<file path="config.mk">
export PLATFORM = sky130hd
export DESIGN_NAME = output_layer_sequencer_flat
export DESIGN_NICKNAME = d
export VERILOG_FILES = /design/src/rtl/output_layer_sequencer_if.sv /design/src/rtl/output_layer_sequencer.sv /design/src/flat_wrapper.sv
export SDC_FILE = /design/constraint.sdc
export NUM_CORES = 1
export LEC_CHECK = 0
export CAP_MARGIN = 0
export CELL_PAD_IN_SITES_DETAIL_PLACEMENT = 0
export CELL_PAD_IN_SITES_GLOBAL_PLACEMENT = 1
export CORE_MARGIN = 2
export CORE_UTILIZATION = 36
export DETAILED_ROUTE_END_ITERATION = 8
export PLACE_DENSITY = 0.81
export SYNTH_ARGS = -nofsm -noshare
export SYNTH_HDL_FRONTEND = slang
export SYNTH_SLANG_ARGS = --single-unit
</file>
<file path="constraint.sdc">
create_clock -name clk -period 8 [get_ports clk]
set_clock_uncertainty 0.2 [all_clocks]
set_input_delay 1.6 -clock clk [delete_from_list [all_inputs] [get_ports clk]]
set_output_delay 1.6 -clock clk [all_outputs]
set_load 0.02 [all_outputs]
</file>
<file path="src/rtl/output_layer_sequencer_if.sv">
// output_layer_sequencer_if: handshake bundle between the output-layer sequencer and its environment
// Signals:
//   start / busy                          classification request and activity flag
//   neuron_req / neuron_idx               request to the shared neuron unit
//   neuron_done / neuron_score            score returned by the shared neuron unit
//   result_valid / result_ready           result handshake
//   Img_Num / max_score / err             winning class, winning score, timeout flag
// Modports: master = sequencer side, slave = environment side.
interface output_layer_sequencer_if #(
    parameter int SCORE_W = 26,
    parameter int IDX_W   = 4
);
    logic                      start;
    logic                      busy;
    logic                      neuron_req;
    logic [IDX_W-1:0]          neuron_idx;
    logic                      neuron_done;
    logic signed [SCORE_W-1:0] neuron_score;
    logic                      result_valid;
    logic                      result_ready;
    logic [IDX_W-1:0]          Img_Num;
    logic signed [SCORE_W-1:0] max_score;
    logic                      err;

    modport master (
        input  start, neuron_done, neuron_score, result_ready,
        output busy, neuron_req, neuron_idx, result_valid, Img_Num, max_score, err
    );

    modport slave (
        output start, neuron_done, neuron_score, result_ready,
        input  busy, neuron_req, neuron_idx, result_valid, Img_Num, max_score, err
    );
endinterface

</file>
<file path="src/rtl/output_layer_sequencer.sv">
// output_layer_sequencer: runs the output neurons one at a time through a shared unit and reports the argmax
// Ports:
//   clk, rst   clock and synchronous active-high reset
//   bus        output_layer_sequencer_if.master (start/busy, neuron req/idx/done/score,
//              result valid/ready, Img_Num, max_score, err)
// Optional feature: define SEQ_TIMEOUT_EN to abandon a neuron after TIMEOUT_CYC WAIT cycles
// and finish with err=1; otherwise err is tied low and WAIT holds indefinitely.
module output_layer_sequencer #(
    parameter int SCORE_W     = 26,
    parameter int NUM_CLASSES = 10,
    parameter int IDX_W       = 4,
    parameter int TIMEOUT_CYC = 1024
) (
    input logic clk,
    input logic rst,
    output_layer_sequencer_if.master bus
);
    typedef enum logic [1:0] {IDLE, ISSUE, WAIT, DONE} state_t;

    state_t                    state, state_n;
    logic [IDX_W-1:0]          cnt;
    logic [IDX_W-1:0]          img_num;
    logic signed [SCORE_W-1:0] best;
    logic                      last;
    logic                      take;
    logic                      tmo;
    logic                      err_q;

    if ((2 ** IDX_W) <= NUM_CLASSES || TIMEOUT_CYC < 1) begin : g_bad_params
        $error("output_layer_sequencer: invalid parameters");
    end

    assign last = cnt == IDX_W'(NUM_CLASSES - 1);
    // The first score always wins; afterwards strict > keeps the lower index on ties.
    assign take = cnt == '0 || $signed(bus.neuron_score) > $signed(best);

`ifdef SEQ_TIMEOUT_EN
    localparam int TW = $clog2(TIMEOUT_CYC + 1);
    logic [TW-1:0] wcnt;
    // Every WAIT is entered from ISSUE, so zeroing outside WAIT restarts the count per neuron.
    assign tmo = state == WAIT && !bus.neuron_done && wcnt == TW'(TIMEOUT_CYC - 1);
    always_ff @(posedge clk) begin
        if (rst || state != WAIT) wcnt <= '0;
        else wcnt <= wcnt + 1'b1;
    end
    always_ff @(posedge clk) begin
        if (rst || (state == DONE && bus.result_ready)) err_q <= 1'b0;
        else if (tmo) err_q <= 1'b1;
    end
`else
    assign tmo   = 1'b0;
    assign err_q = 1'b0;
`endif

    always_comb begin
        state_n = state;
        case (state)
            IDLE:    state_n = bus.start ? ISSUE : IDLE;
            ISSUE:   state_n = WAIT;
            WAIT:    state_n = bus.neuron_done ? (last ? DONE : ISSUE) : (tmo ? DONE : WAIT);
            DONE:    state_n = bus.result_ready ? IDLE : DONE;
            default: state_n = IDLE;
        endcase
    end

    always_ff @(posedge clk) begin
        if (rst) begin
            state   <= IDLE;
            cnt     <= '0;
            img_num <= '0;
            best    <= '0;
        end else begin
            state <= state_n;
            if (state == IDLE && bus.start) begin
                cnt     <= '0;
                img_num <= '0;
                best    <= '0;
            end
            if (state == WAIT && bus.neuron_done) begin
                if (take) begin
                    best    <= bus.neuron_score;
                    img_num <= cnt;
                end
                if (!last) cnt <= cnt + 1'b1;
            end
        end
    end

    // cnt is stable through ISSUE/WAIT and keeps its last value afterwards, so it doubles as neuron_idx.
    assign bus.busy         = state != IDLE;
    assign bus.neuron_req   = state == ISSUE;
    assign bus.neuron_idx   = cnt;
    assign bus.result_valid = state == DONE;
    assign bus.Img_Num      = img_num;
    assign bus.max_score    = best;
    assign bus.err          = err_q;
endmodule
</file>
<file path="src/flat_wrapper.sv">
// flat-port wrapper written by rule: the top's interface ports become plain ports
module output_layer_sequencer_flat 
#(
    parameter int SCORE_W     = 26,
    parameter int NUM_CLASSES = 10,
    parameter int IDX_W       = 4,
    parameter int TIMEOUT_CYC = 1024
)
  (clk, rst, bus_start, bus_neuron_done, bus_neuron_score, bus_result_ready, bus_busy, bus_neuron_req, bus_neuron_idx, bus_result_valid, bus_Img_Num, bus_max_score, bus_err);
  output_layer_sequencer_if #(.SCORE_W(SCORE_W), .IDX_W(IDX_W)) bus_i ();
  input logic clk;
  input logic rst;
  input wire logic [$bits(bus_i.start)-1:0] bus_start;
  input wire logic [$bits(bus_i.neuron_done)-1:0] bus_neuron_done;
  input wire logic [$bits(bus_i.neuron_score)-1:0] bus_neuron_score;
  input wire logic [$bits(bus_i.result_ready)-1:0] bus_result_ready;
  output wire logic [$bits(bus_i.busy)-1:0] bus_busy;
  output wire logic [$bits(bus_i.neuron_req)-1:0] bus_neuron_req;
  output wire logic [$bits(bus_i.neuron_idx)-1:0] bus_neuron_idx;
  output wire logic [$bits(bus_i.result_valid)-1:0] bus_result_valid;
  output wire logic [$bits(bus_i.Img_Num)-1:0] bus_Img_Num;
  output wire logic [$bits(bus_i.max_score)-1:0] bus_max_score;
  output wire logic [$bits(bus_i.err)-1:0] bus_err;
  assign bus_i.start = bus_start;
  assign bus_i.neuron_done = bus_neuron_done;
  assign bus_i.neuron_score = bus_neuron_score;
  assign bus_i.result_ready = bus_result_ready;
  assign bus_busy = bus_i.busy;
  assign bus_neuron_req = bus_i.neuron_req;
  assign bus_neuron_idx = bus_i.neuron_idx;
  assign bus_result_valid = bus_i.result_valid;
  assign bus_Img_Num = bus_i.Img_Num;
  assign bus_max_score = bus_i.max_score;
  assign bus_err = bus_i.err;
  output_layer_sequencer #(.SCORE_W(SCORE_W), .NUM_CLASSES(NUM_CLASSES), .IDX_W(IDX_W), .TIMEOUT_CYC(TIMEOUT_CYC)) u_core (.clk(clk), .rst(rst), .bus(bus_i));
endmodule
</file>
After elaboration in Yosys (flattened, before gate mapping)
Cells that the tools add are included.
- word-level logic and storage cells: 30
- flip-flop bits (word level): 36
- output and inout bits: 38
- add/subtract/negate cells: 1
- mux-type cells: 14
- reduce and logical (&&, ||, !) cells: 6
- equality and inequality tests: 4
- magnitude comparators: 1
- operators with widths (operator ; number):
    $mux W26 ; 3
    $gt A26 B26 Y1 ; 1
    $mux W4 ; 6
    $pmux W2 S4 ; 1
    $mux W2 ; 3
    $add A4 B1 Y4 const B ; 1
    $eq A2 B2 Y1 const B ; 2
    $eq A4 B4 Y1 const B ; 1
    $logic_not A4 Y1 ; 1
    $eq A2 B1 Y1 const B ; 1
    $logic_and A1 B1 Y1 ; 2
    $logic_not A2 Y1 ; 1
    $reduce_bool A2 Y1 ; 1
    $logic_or A1 B1 Y1 ; 1
    $mux W1 ; 1

Longest topological paths before layout
Gate-level depths: netlist of run 1.
- depth in word-level cells: 5
- depth in mapped cells: 11
- depth with buffers taken out: 9

Worst setup path before layout of run 1
Ideal clock, no wire load.
- path type: input to register
- from: input port bus_neuron_score[24]
- to: register u_core.best[10], in the netlist u_core.bus.max_score[10]
- slack: 4.334 ns
- library setup time: 0.117 ns
- buffers on the path: 2
- arrival time: 3.349 ns
- stages: 10
- cells stage by stage: ha_1 > nand4_2 > nor4_4 > o21ai_0 > o211ai_1 > o21ai_2 > and2_4 > buf_12 > buf_12 > a22o_1
- longest elaborated chain between the ends: 4
- RTL lines (element ; RTL line ; source):
    from (decl) ; flat_wrapper.sv:15 ; input wire logic [$bits(bus_i.neuron_score)-1:0] bus_neuron_score;
    $gt A26 B26 Y1 ; output_layer_sequencer.sv:35 ; assign take = cnt == '0 || $signed(bus.neuron_score) > $signed(best);
    $logic_or A1 B1 Y1 ; output_layer_sequencer.sv:35 ;
    $mux W26 ; output_layer_sequencer.sv:80 ; if (take) begin
    $mux W26 ; output_layer_sequencer.sv:79 ; if (state == WAIT && bus.neuron_done) begin
    to (signal assigned) ; output_layer_sequencer.sv:81 ; best <= bus.neuron_score;
    to (decl) ; output_layer_sequencer.sv:23 ; logic signed [SCORE_W-1:0] best;
No other way between the ends.
A chain may end at the register's enable or synchronous reset.

Worst setup path in the final report of run 1
- from: input port bus_neuron_score[25]
- to: register u_core.best[5], in the netlist u_core.bus.max_score[5]
Same word-level chain as after synthesis.

==> impl_results.md, run 1 <==
- Post-synthesis mux area share: 0.4908%
- NumNets Final: 343
- Seq pwr share: 42.9%
- Fin. max-slew vios: 0
- Chip Height: 79.27 um
- Synth Cell Area: 0.002039 mm^2
- Leak: 1.071 nW
- Cell chain of the critical path: clkdlybuf4s50_1, ha_1, nand4_2, nor4_4, o21ai_0, o211ai_1, o21ai_2, a21oi_4, a22o_1
- Vias in the first global route: 1689
- # setup viols final: 0
- Clock Sink Count: 36
- Seq/Total Area, Yosys: 35.34%
- Post-route ant nets: 0
- Synth Net Count: 277
- GR Util All Layers: 14.96%
- Largest family of logic cells by synthesized area: compound AO/OA/AOI/OAI gates
- Clock root cell: clkbuf_8
- Internal: 0.3337 mW
- Worst-Margin Slew: 0.7405 ns
- Simple logic cell fraction of the synthesized area: 14.23%
- CTS tree: yes
- Slowest CP cell: a21oi_4
- First-pass GRT wire length: 7.486 mm
- Syn Area/Cell: 9.398 um^2
- Startpoint class of the critical path: input pin
- Die width: 79.27 um
- Die area: 0.006283 mm^2
- Final Instance Area: 0.002841 mm^2
- DP Area: 0.002715 mm^2
- H-tree depth: 2
- Worst-path clk slew: 0.07 ns
- Hold Violations, Final: 0
- Port Buffers: 67
- Routed len/inst: 12.25 um
- Starting density of the core: 37.27%
- Comb pwr share: 17.6%
- DRC: 0
- FP Rows: 27
- Commonest cells after routing, fill and taps aside: 67 x clkdlybuf4s50_1, 36 x dfxtp_1, 31 x inv_1
- Outcome: completed
- CP arrival: 4.22 ns
- # IOs: 69
- Max-cap violation count: 0
- Worst vdd ir: 0.06250 mV
- Layout cells sized above 1: 5.986%
- Initial DRT Pass Iterations: 4
- Synth Warn #: 0
- CP max stage delay: 0.62 ns
- Clock share of power: 39.5%
- RSZ-0062 raised after global routing: no
- Synth Flop Type: dfxtp_1
- Setup TNS: 0 ns
- Core Footprint: 0.005473 mm^2
- N_diodes: 0
- Synth cell types: 41
- Synth Instances: 217
- Crit path time final: 4.191 ns
- Vias: 1738
- CTS Buf Count: 5
- Via density: 4.882
- Hold Path Class: reg -> reg
- Xor and xnor area share after synthesis: 0%
- WS Path Type: in -> reg
- Layout fillers: 543
- EDFF count, synth: 0
- Synth Register Bits: 36
- Total congestion overflow: 0
- Pwr dens: 154.9 mW/mm^2
- Initial antenna violation count: 0
- Commonest non-fill, non-tap cell in the layout: clkdlybuf4s50_1
- Switching share of total power: 24.21%
- CP required: 8.03 ns
- CP Capture Type: flip-flop
- Hold WS: 0.2811 ns
- Adder-Cell Fraction of Synth Area: 17.79%
- Routed WL: 4.360 mm
- Worst-path fanout max: 28
- Largest net degree at the start of global routing: 29
- Post-cts resize count: 0
- DRT iter0 DRCs: 61
- Clk_lat worst skew: 0.29 ns
- Switch Pwr: 0.1066 mW
- Part of the cycle the worst path needs: 52.39%
- Slew margin rel.: 50.52%
- FMAX: 238.6 MHz
- Fraction of registers with async set/reset: 0%
- Detailed Place HPWL: 3.326 mm
- GPL Wtd Cong: 0.7919
- Post-CTS Setup Inserts: 0
- Compound-gate portion of the synthesized area: 22.09%
- Hold_buf cts: 0
- Layout area overhead: 39.33%
- CTS Buffer Depth: 2
[Yosys cell counts, types with 3 or more instances]
cell type	instances	area (um^2)
dfxtp_1	36	720.7
inv_1	31	116.4
ha_1	29	362.9
a22o_1	28	245.2
nor2_1	15	56.30
a21oi_1	11	55.05
nand3_1	9	45.04
o21ai_0	9	45.04
nand2_1	5	18.77
nand2b_1	4	25.02
a211oi_1	3	22.52
buf_12	3	60.06
nand4_1	3	18.77
[path summary, 6_finish.rpt]
path	startpoint	end	slack, ns	cells after the start
worst min register to register	u_core.bus.Img_Num[3]	u_core.bus.Img_Num[3]	0.28	2
worst max register to register	u_core.bus.max_score[25]	u_core.bus.max_score[5]	5.15	9
worst min-delay path	u_core.bus.Img_Num[3]	u_core.bus.Img_Num[3]	0.28	2
worst max-delay path	bus_neuron_score[25]	u_core.bus.max_score[5]	3.81	9
[worst max-delay path: cells and delay by family]
family | cells | cell delay, ns
adders and majority gates | 1 | 0.34
and+or+nand+nor | 2 | 0.52
AOI/OAI and AO/OA | 5 | 1.30
buffers and inverters | 1 | 0.44
[power groups by stage]
stage / registers [mW] / clock network (mW) / logic [mW]
after global placement: 0.193 / 0 / 0.0783
after global routing: 0.190 / 0.186 / 0.0873
after floorplan: 0.197 / 0 / 0.0434
final: 0.189 / 0.174 / 0.0777
after detailed placement: 0.193 / 0 / 0.0787
after CTS: 0.189 / 0.178 / 0.0791
[area by class of cell]
class / count / area (um^2) / area share (%)
repair buffers: 67 / 670.6 / 23.60
well taps: 72 / 90.09 / 3.170
clock inverters: 1 / 30.03 / 1.057
inverters: 31 / 116.4 / 4.095
flip-flops and latches: 36 / 720.7 / 25.36
clock buffers: 7 / 96.34 / 3.391
multi-input cells: 142 / 1117 / 39.32
[stage by stage]
| stage | power [mW] | util [%] | cells | setup WS, ns |
|---|---|---|---|---|
| final | 0.4403 | 51.92 | 356 | 3.809 |
| after global routing | 0.4630 | 51.92 | 356 | 3.574 |
| after CTS | 0.4460 | 51.92 | 356 | 3.759 |
| after detailed placement | 0.2715 | 49.61 | 348 | 3.466 |
| after global placement | 0.2712 | 49.61 | 348 | 3.532 |
| after floorplan | 0.2408 | - | 217 | 4.334 |
[cells by family after synthesis]
group	Yosys count
and+or+nand+nor	51
other	1
buffers and inverters	39
muxes	1
AOI/OAI and AO/OA	60
DFF	36
adders and majority gates	29
[sequential cells by signal, indices dropped and copies added, names as in the netlist]
name,flops
u_core.bus.Img_Num,4
u_core.bus.max_score,26
u_core.bus.neuron_idx,4
u_core.state,2
[layer usage]
metal	global-route usage, %	wire (um)
met1	18.90	2062
met2	24.58	1963
met3	4.659	283
met4	4.138	51
met5	0	0
Note: power is estimated with default switching activity, not from simulation.
==> run 2, diff against run 1 <==
--- a/config.mk
+++ b/config.mk
@@ -9,9 +9,9 @@
 export CELL_PAD_IN_SITES_DETAIL_PLACEMENT = 0
 export CELL_PAD_IN_SITES_GLOBAL_PLACEMENT = 1
 export CORE_MARGIN = 2
-export CORE_UTILIZATION = 36
+export CORE_UTILIZATION = 34
 export DETAILED_ROUTE_END_ITERATION = 8
-export PLACE_DENSITY = 0.81
+export PLACE_DENSITY = 0.77
 export SYNTH_ARGS = -nofsm -noshare
 export SYNTH_HDL_FRONTEND = slang
 export SYNTH_SLANG_ARGS = --single-unit
==> constraint.sdc (replaced) <==
create_clock -name clk -period 4.4 [get_ports clk]
set_clock_uncertainty 0.2 [all_clocks]
set_input_delay 0.88 -clock clk [delete_from_list [all_inputs] [get_ports clk]]
set_output_delay 0.88 -clock clk [all_outputs]
set_load 0.02 [all_outputs]
==> impl_results.md, run 2 (synthesized netlist as in run 1, its figures left out) <==
- Startpoint class of the critical path: input pin (unchanged)
- CP required: 4.43 ns (was 8.03 ns)
- CTS tree: yes (unchanged)
- Worst-path clk slew: 0.07 ns (about the same)
- Post-route ant nets: 0 (unchanged)
- Hold Violations, Final: 0 (unchanged)
- GPL Wtd Cong: 0.7703 (was 0.7919)
- Layout area overhead: 37.12% (was 39.33%)
- # setup viols final: 0 (unchanged)
- Worst vdd ir: 0.1059 mV (was 0.06250 mV)
- Routed len/inst: 12.62 um (was 12.25 um)
- NumNets Final: 343 (unchanged)
- Met2 wire len: 1.903 mm (was 1.963 mm)
- # IOs: 69 (unchanged)
- Setup TNS: 0 ns (unchanged)
- Max reg flops: 26 (unchanged)
- Met3 WL post-DR: 323 um (was 283 um)
- WL met1: 2.244 mm (was 2.062 mm)
- Worst-path fanout max: 28 (unchanged)
- Port Buffers: 67 (unchanged)
- Clk_lat worst skew: 0.29 ns (about the same)
- Fin. max-slew vios: 0 (unchanged)
- Switch Pwr: 0.1916 mW (was 0.1066 mW)
- CP Capture Type: flip-flop (unchanged)
- Layout fillers: 555 (was 543)
- Hold WS: 0.2770 ns (was 0.2811 ns)
- Die width: 81.45 um (was 79.27 um)
- Comb pwr share: 20.1% (was 17.6%)
- Layout cells sized above 1: 5.300% (was 5.986%)
- Initial antenna violation count: 0 (unchanged)
- FP Rows: 28 (was 27)
- Vias in the first global route: 1663 (was 1689)
- Detailed Place HPWL: 3.345 mm (was 3.326 mm)
- RSZ-0062 raised after global routing: no (unchanged)
- Max-cap violation count: 0 (unchanged)
- Hold depth: 2 (unchanged)
- Hold Path Class: reg -> reg (unchanged)
- Clock share of power: 31.3% (was 39.5%)
- Post-layout util: 47.80% (was 51.92%)
- CP arrival: 3.52 ns (was 4.22 ns)
- Switching share of total power: 27.13% (was 24.21%)
- Worst-Margin Slew: 0.7702 ns (was 0.7405 ns)
- Core Footprint: 0.005851 mm^2 (was 0.005473 mm^2)
- Vias: 1743 (was 1738)
- DRT iter0 DRCs: 55 (was 61)
- Worst Hold Launch: u_core.bus.Img_Num[3] (unchanged)
- CTS Buffer Depth: 2 (unchanged)
- Outcome: completed (unchanged)
- DRC: 0 (unchanged)
- WS Path Type: in -> reg (unchanged)
- Reg-to-Reg Start: u_core.bus.max_score[24] (was u_core.bus.max_score[25])
- Seq pwr share: 48.6% (was 42.9%)
- First-pass GRT wire length: 7.376 mm (was 7.486 mm)
- Routed WL: 4.518 mm (was 4.360 mm)
- Final cell count without fillers: 358 (was 356)
- Slew margin rel.: 48.54% (was 50.52%)
- Reg2reg setup slack: 1.54 ns (was 5.15 ns)
- Highest routed layer: met4 (unchanged)
- Hold_buf cts: 0 (unchanged)
- Total congestion overflow: 0 (unchanged)
- Post-cts resize count: 0 (unchanged)
- Commonest non-fill, non-tap cell in the layout: clkdlybuf4s50_1 (unchanged)
- Starting density of the core: 34.86% (was 37.27%)
- Initial DRT Pass Iterations: 6 (was 4)
- Commonest cells after routing, fill and taps aside: 67 x clkdlybuf4s50_1, 36 x dfxtp_1, 31 x inv_1 (unchanged)
- Clock root cell: clkbuf_8 (unchanged)
- Post-CTS Setup Inserts: 0 (unchanged)
- CTS Buf Count: 5 (unchanged)
- Via density: 4.869 (was 4.882)
- Part of the cycle the worst path needs: 79.39%
- Chip Height: 81.45 um (was 79.27 um)
- Total chip power: 0.7060 mW (was 0.4403 mW)
- Total placed cells including tap cells: 351 (was 348)
- FMAX: 286.3 MHz
- Die area: 0.006634 mm^2 (was 0.006283 mm^2)
- GR Util All Layers: 14.20% (was 14.96%)
- Largest net degree at the start of global routing: 29 (unchanged)
- H-tree depth: 2 (unchanged)
- Worst Hold Endpoint: u_core.bus.Img_Num[3] (unchanged)
- R2r endpoint: u_core.bus.max_score[7] (was u_core.bus.max_score[5])
- Internal: 0.5144 mW (was 0.3337 mW)
- Clock Sink Count: 36 (unchanged)
- N_diodes: 0 (unchanged)
- Reg2Reg Depth: 9 (unchanged)
- Pwr dens: 252.5 mW/mm^2 (was 154.9 mW/mm^2)
- Leak: 1.048 nW (was 1.071 nW)
- Crit path time final: 3.493 ns
[run 2: per-stage QoR]
stage,area [um^2],setup slack (ns)
6_report,2796,0.9066
5_1_grt,2796,0.6969
4_1_cts,2796,0.8794
3_5_place_dp,2719,0.5835
3_3_place_gp,2719,0.6342
2_1_floorplan,2039,1.454
[run 2: power by group through the flow]
stage | sequential [mW] | clock, mW | combinational [mW]
2_1_floorplan | 0.359 | 0 | 0.0790
3_3_place_gp | 0.351 | 0 | 0.143
3_5_place_dp | 0.351 | 0 | 0.143
4_1_cts | 0.343 | 0.230 | 0.144
5_1_grt | 0.344 | 0.247 | 0.159
6_report | 0.343 | 0.221 | 0.142
[run 2: layer usage]
layer	GRT usage (%)	vias to the layer above
met5	0	-
met4	4.576	0
met3	4.505	5
met2	21.97	55
met1	18.72	780
li1	-	903
[run 2: final cells by class]
cell class	count	area (um^2)	area share, %
sequential	36	720.7	25.77
multi-input combinational	142	1117	39.96
tap	75	93.84	3.356
clock buffer	6	72.57	2.595
inverter	31	116.4	4.161
timing repair buffer	67	670.6	23.98
clock inverter	1	5.005	0.1790
[run 2: worst max-delay path by stage]
stage / from / to / cells after the start
detailed placement: bus_neuron_score[24] / u_core.bus.max_score[24] / 9
global route: bus_neuron_score[25] / u_core.bus.max_score[24] / 9
global placement: bus_neuron_score[25] / u_core.bus.Img_Num[1] / 9
finish: bus_neuron_score[24] / u_core.bus.max_score[7] / 9
floorplan: bus_neuron_score[24] / u_core.bus.max_score[10] / 10
CTS: bus_neuron_score[24] / u_core.bus.max_score[7] / 9
[run 2: worst max-delay path: stages]
cell,delay (ns)
clkdlybuf4s50_1,0.45
ha_1,0.35
nand4_2,0.16
nor4_4,0.35
nand2_2,0.09
a31oi_1,0.21
o21ai_2,0.14
a21oi_4,0.64
a22o_1,0.23
==> run 3, diff against run 2 <==
--- a/config.mk
+++ b/config.mk
@@ -9,9 +9,9 @@
 export CELL_PAD_IN_SITES_DETAIL_PLACEMENT = 0
 export CELL_PAD_IN_SITES_GLOBAL_PLACEMENT = 1
 export CORE_MARGIN = 2
-export CORE_UTILIZATION = 34
+export CORE_UTILIZATION = 30
 export DETAILED_ROUTE_END_ITERATION = 8
-export PLACE_DENSITY = 0.77
+export PLACE_DENSITY = 0.71
 export SYNTH_ARGS = -nofsm -noshare
 export SYNTH_HDL_FRONTEND = slang
 export SYNTH_SLANG_ARGS = --single-unit
==> constraint.sdc (replaced) <==
create_clock -name clk -period 2.85 [get_ports clk]
set_clock_uncertainty 0.2 [all_clocks]
set_input_delay 0.57 -clock clk [delete_from_list [all_inputs] [get_ports clk]]
set_output_delay 0.57 -clock clk [all_outputs]
set_load 0.02 [all_outputs]
==> impl_results.md, run 3 (synthesized netlist as in run 1, its figures left out) <==
- Outcome: completed (unchanged)
- Port Buffers: 67 (unchanged)
- Chip Height: 86.45 um (was 81.45 um)
- CP Capture Type: flip-flop (unchanged)
- Starting density of the core: 30.52% (was 34.86%)
- Hold Violations, Final: 0 (unchanged)
- First-pass GRT wire length: 8.418 mm (was 7.376 mm)
- Pwr dens: 369.4 mW/mm^2 (was 252.5 mW/mm^2)
- N_diodes: 0 (unchanged)
- Total congestion overflow: 0 (unchanged)
- Core Footprint: 0.006681 mm^2 (was 0.005851 mm^2)
- R2r endpoint: u_core.bus.max_score[9] (was u_core.bus.max_score[7])
- DRT iter0 DRCs: 36 (was 55)
- CP arrival: 2.75 ns (was 3.52 ns)
- # setup viols final: 0 (unchanged)
- CTS Buffer Depth: 2 (unchanged)
- WP buf/inv: 2 (was 1)
- WS Path Type: in -> reg (unchanged)
- Startpoint class of the critical path: input pin (unchanged)
- Worst-Margin Slew: 0.9112 ns (was 0.7702 ns)
- Die area: 0.007474 mm^2 (was 0.006634 mm^2)
- H-tree depth: 2 (unchanged)
- Detailed Place HPWL: 3.478 mm (was 3.345 mm)
- Place WS: -0.5801 ns (was 0.5835 ns)
- Final Instance Area: 0.003097 mm^2 (was 0.002796 mm^2)
- Crit. Startpoint: bus_neuron_score[19] (was bus_neuron_score[24])
- CTS Buf Count: 5 (unchanged)
- Part of the cycle the worst path needs: 97.35%
- FF+latch area: 720.7 um^2 (unchanged)
- Crit path time final: 2.775 ns
- Layout area overhead: 51.84% (was 37.12%)
- Clock root cell: clkbuf_8 (unchanged)
- Hold depth: 2 (unchanged)
- Leak: 1.200 nW (was 1.048 nW)
- Initial DRT Pass Iterations: 4 (was 6)
- Worst Hold Endpoint: u_core.bus.Img_Num[2] (was u_core.bus.Img_Num[3])
- Multi-input gate area: 0.001271 mm^2 (was 0.001117 mm^2)
- Initial antenna violation count: 0 (unchanged)
- Max reg flops: 26 (unchanged)
- Worst Hold Launch: u_core.bus.Img_Num[2] (was u_core.bus.Img_Num[3])
- CP required: 2.82 ns (was 4.43 ns)
- Via density: 4.839 (was 4.869)
- GR Util All Layers: 14.12% (was 14.20%)
- Clock Sink Count: 36 (unchanged)
- FMAX: 360.4 MHz
- NumNets Final: 360 (was 343)
- Commonest cells after routing, fill and taps aside: 60 x clkdlybuf4s50_1, 36 x dfxtp_1, 31 x inv_1 (was 67 x clkdlybuf4s50_1, 36 x dfxtp_1, 31 x inv_1)
- Fin. max-slew vios: 0 (unchanged)
- CTS tree: yes (unchanged)
- Final WS setup: 0.07542 ns (was 0.9066 ns)
- Layout cells sized above 1: 14.00% (was 5.300%)
- Die width: 86.45 um (was 81.45 um)
- Hold Path Class: reg -> reg (unchanged)
- DP Area: 0.002800 mm^2 (was 0.002719 mm^2)
- Family with the most delay on the worst path: compound AO/OA/AOI/OAI gates (unchanged)
- DRC: 0 (unchanged)
- Total placed cells including tap cells: 366 (was 351)
- Reg-to-Reg Start: u_core.bus.max_score[24] (unchanged)
- Routed len/inst: 13.84 um (was 12.62 um)
- CP max stage delay: 0.47 ns (was 0.64 ns)
- Largest net degree at the start of global routing: 15 (was 29)
- Routed WL: 5.258 mm (was 4.518 mm)
- Total chip power: 1.144 mW (was 0.7060 mW)
- # IOs: 69 (unchanged)
- Max-cap violation count: 0 (unchanged)
- Layout fillers: 687 (was 555)
- FP Rows: 30 (was 28)
- GPL Wtd Cong: 0.7481 (was 0.7703)
- Clk_lat worst skew: 0.28 ns (was 0.29 ns)
- Worst vdd ir: 0.2334 mV (was 0.1059 mV)
- Slowest CP cell: clkdlybuf4s50_1 (was a21oi_4)
- Worst-path clk slew: 0.07 ns (about the same)
- Reg2Reg Depth: 10 (was 9)
- Final cell count without fillers: 380 (was 358)
- Cell chain of the critical path: clkdlybuf4s50_1, ha_4, nand3_2, nor4_4, o21ai_1, o211ai_1, o21ai_4, buf_6, and2_4, a22o_1 (was clkdlybuf4s50_1, ha_1, nand4_2, nor4_4, nand2_2, a31oi_1, o21ai_2, a21oi_4, a22o_1)
- Slew margin rel.: 38.84% (was 48.54%)
- Vias: 1839 (was 1743)
- Post-route ant nets: 0 (unchanged)
- Setup TNS: 0 ns (unchanged)
- Worst-path fanout max: 7 (was 28)
- Commonest non-fill, non-tap cell in the layout: clkdlybuf4s50_1 (unchanged)
- Vias in the first global route: 1820 (was 1663)
- Reg2reg setup slack: 0.32 ns (was 1.54 ns)
[run 3: cell count changes in the layout (fill, tap and decap cells not counted), moves of 2 or more]
cell | previous run | this run
ha_1 | 29 | 22
and2_4 | 1 | 4
o21ai_1 | 0 | 2
dlymetal6s2s_1 | 0 | 6
buf_4 | 0 | 10
ha_4 | 0 | 7
buf_12 | 0 | 2
o21ai_0 | 9 | 7
clkdlybuf4s50_1 | 67 | 60
[run 3: worst max-delay path by stage]
stage	endpoint	cells after the start
after floorplan	u_core.bus.max_score[10]	10
after global routing	u_core.bus.max_score[24]	10
after CTS	u_core.bus.max_score[9]	10
after global placement	u_core.bus.max_score[3]	9
after detailed placement	u_core.bus.max_score[9]	9
final	u_core.bus.max_score[9]	10
[run 3: stage by stage]
step	util (%)	hold slack, ns
2_1_floorplan	-	0.3108
6_report	46.35	0.2715
5_1_grt	46.35	0.3201
3_3_place_gp	41.91	0.2681
3_5_place_dp	41.91	0.2663
4_1_cts	44.55	0.2785
[run 3: power by group]
group	internal, mW	total, mW	switching, mW
Combinational	0.138	0.265	0.127
Clock	0.166	0.349	0.183
Sequential	0.517	0.530	0.0125
Total	0.821	1.14	0.322
[run 3: tightest hold or removal path, cell delays in order, from the launching register on]
cell and delay, ns:
dfxtp_1 0.31, nand3_1 0.05, o21ai_0 0.06
[run 3: what timing repair did]
item / 4_1_cts / 5_1_grt
setup endpoints to repair: 28 / 30
gates cloned: 4 / 0
pin swaps: 5 / 6
hold buffers: 0 / 0
buffers inserted: 2 / 1
gates resized for setup: 11 / 14
[run 3: cell type report]
cell class                      instances  share of cell area, %
Clock buffer                            6                  2.343
Clock inverter                          1                 0.1616
Inverter                               31                  3.758
Multi-Input combinational cell        146                  41.05
Sequential cell                        36                  23.27
Tap cell                               80                  3.232
Timing Repair Buffer                   80                  26.18
[run 3: routing by layer]
metal | vias to the layer above | routed length (um) | global-route usage (%) | part of all wire (%)
met1 | 853 | 2551 | 18.31 | 49
met4 | 0 | 33 | 2.983 | 0.63
met2 | 42 | 2461 | 23.99 | 47
met3 | 4 | 212 | 3.238 | 4.0
met5 | - | 0 | 0 | 0
li1 | 940 | - | - | -
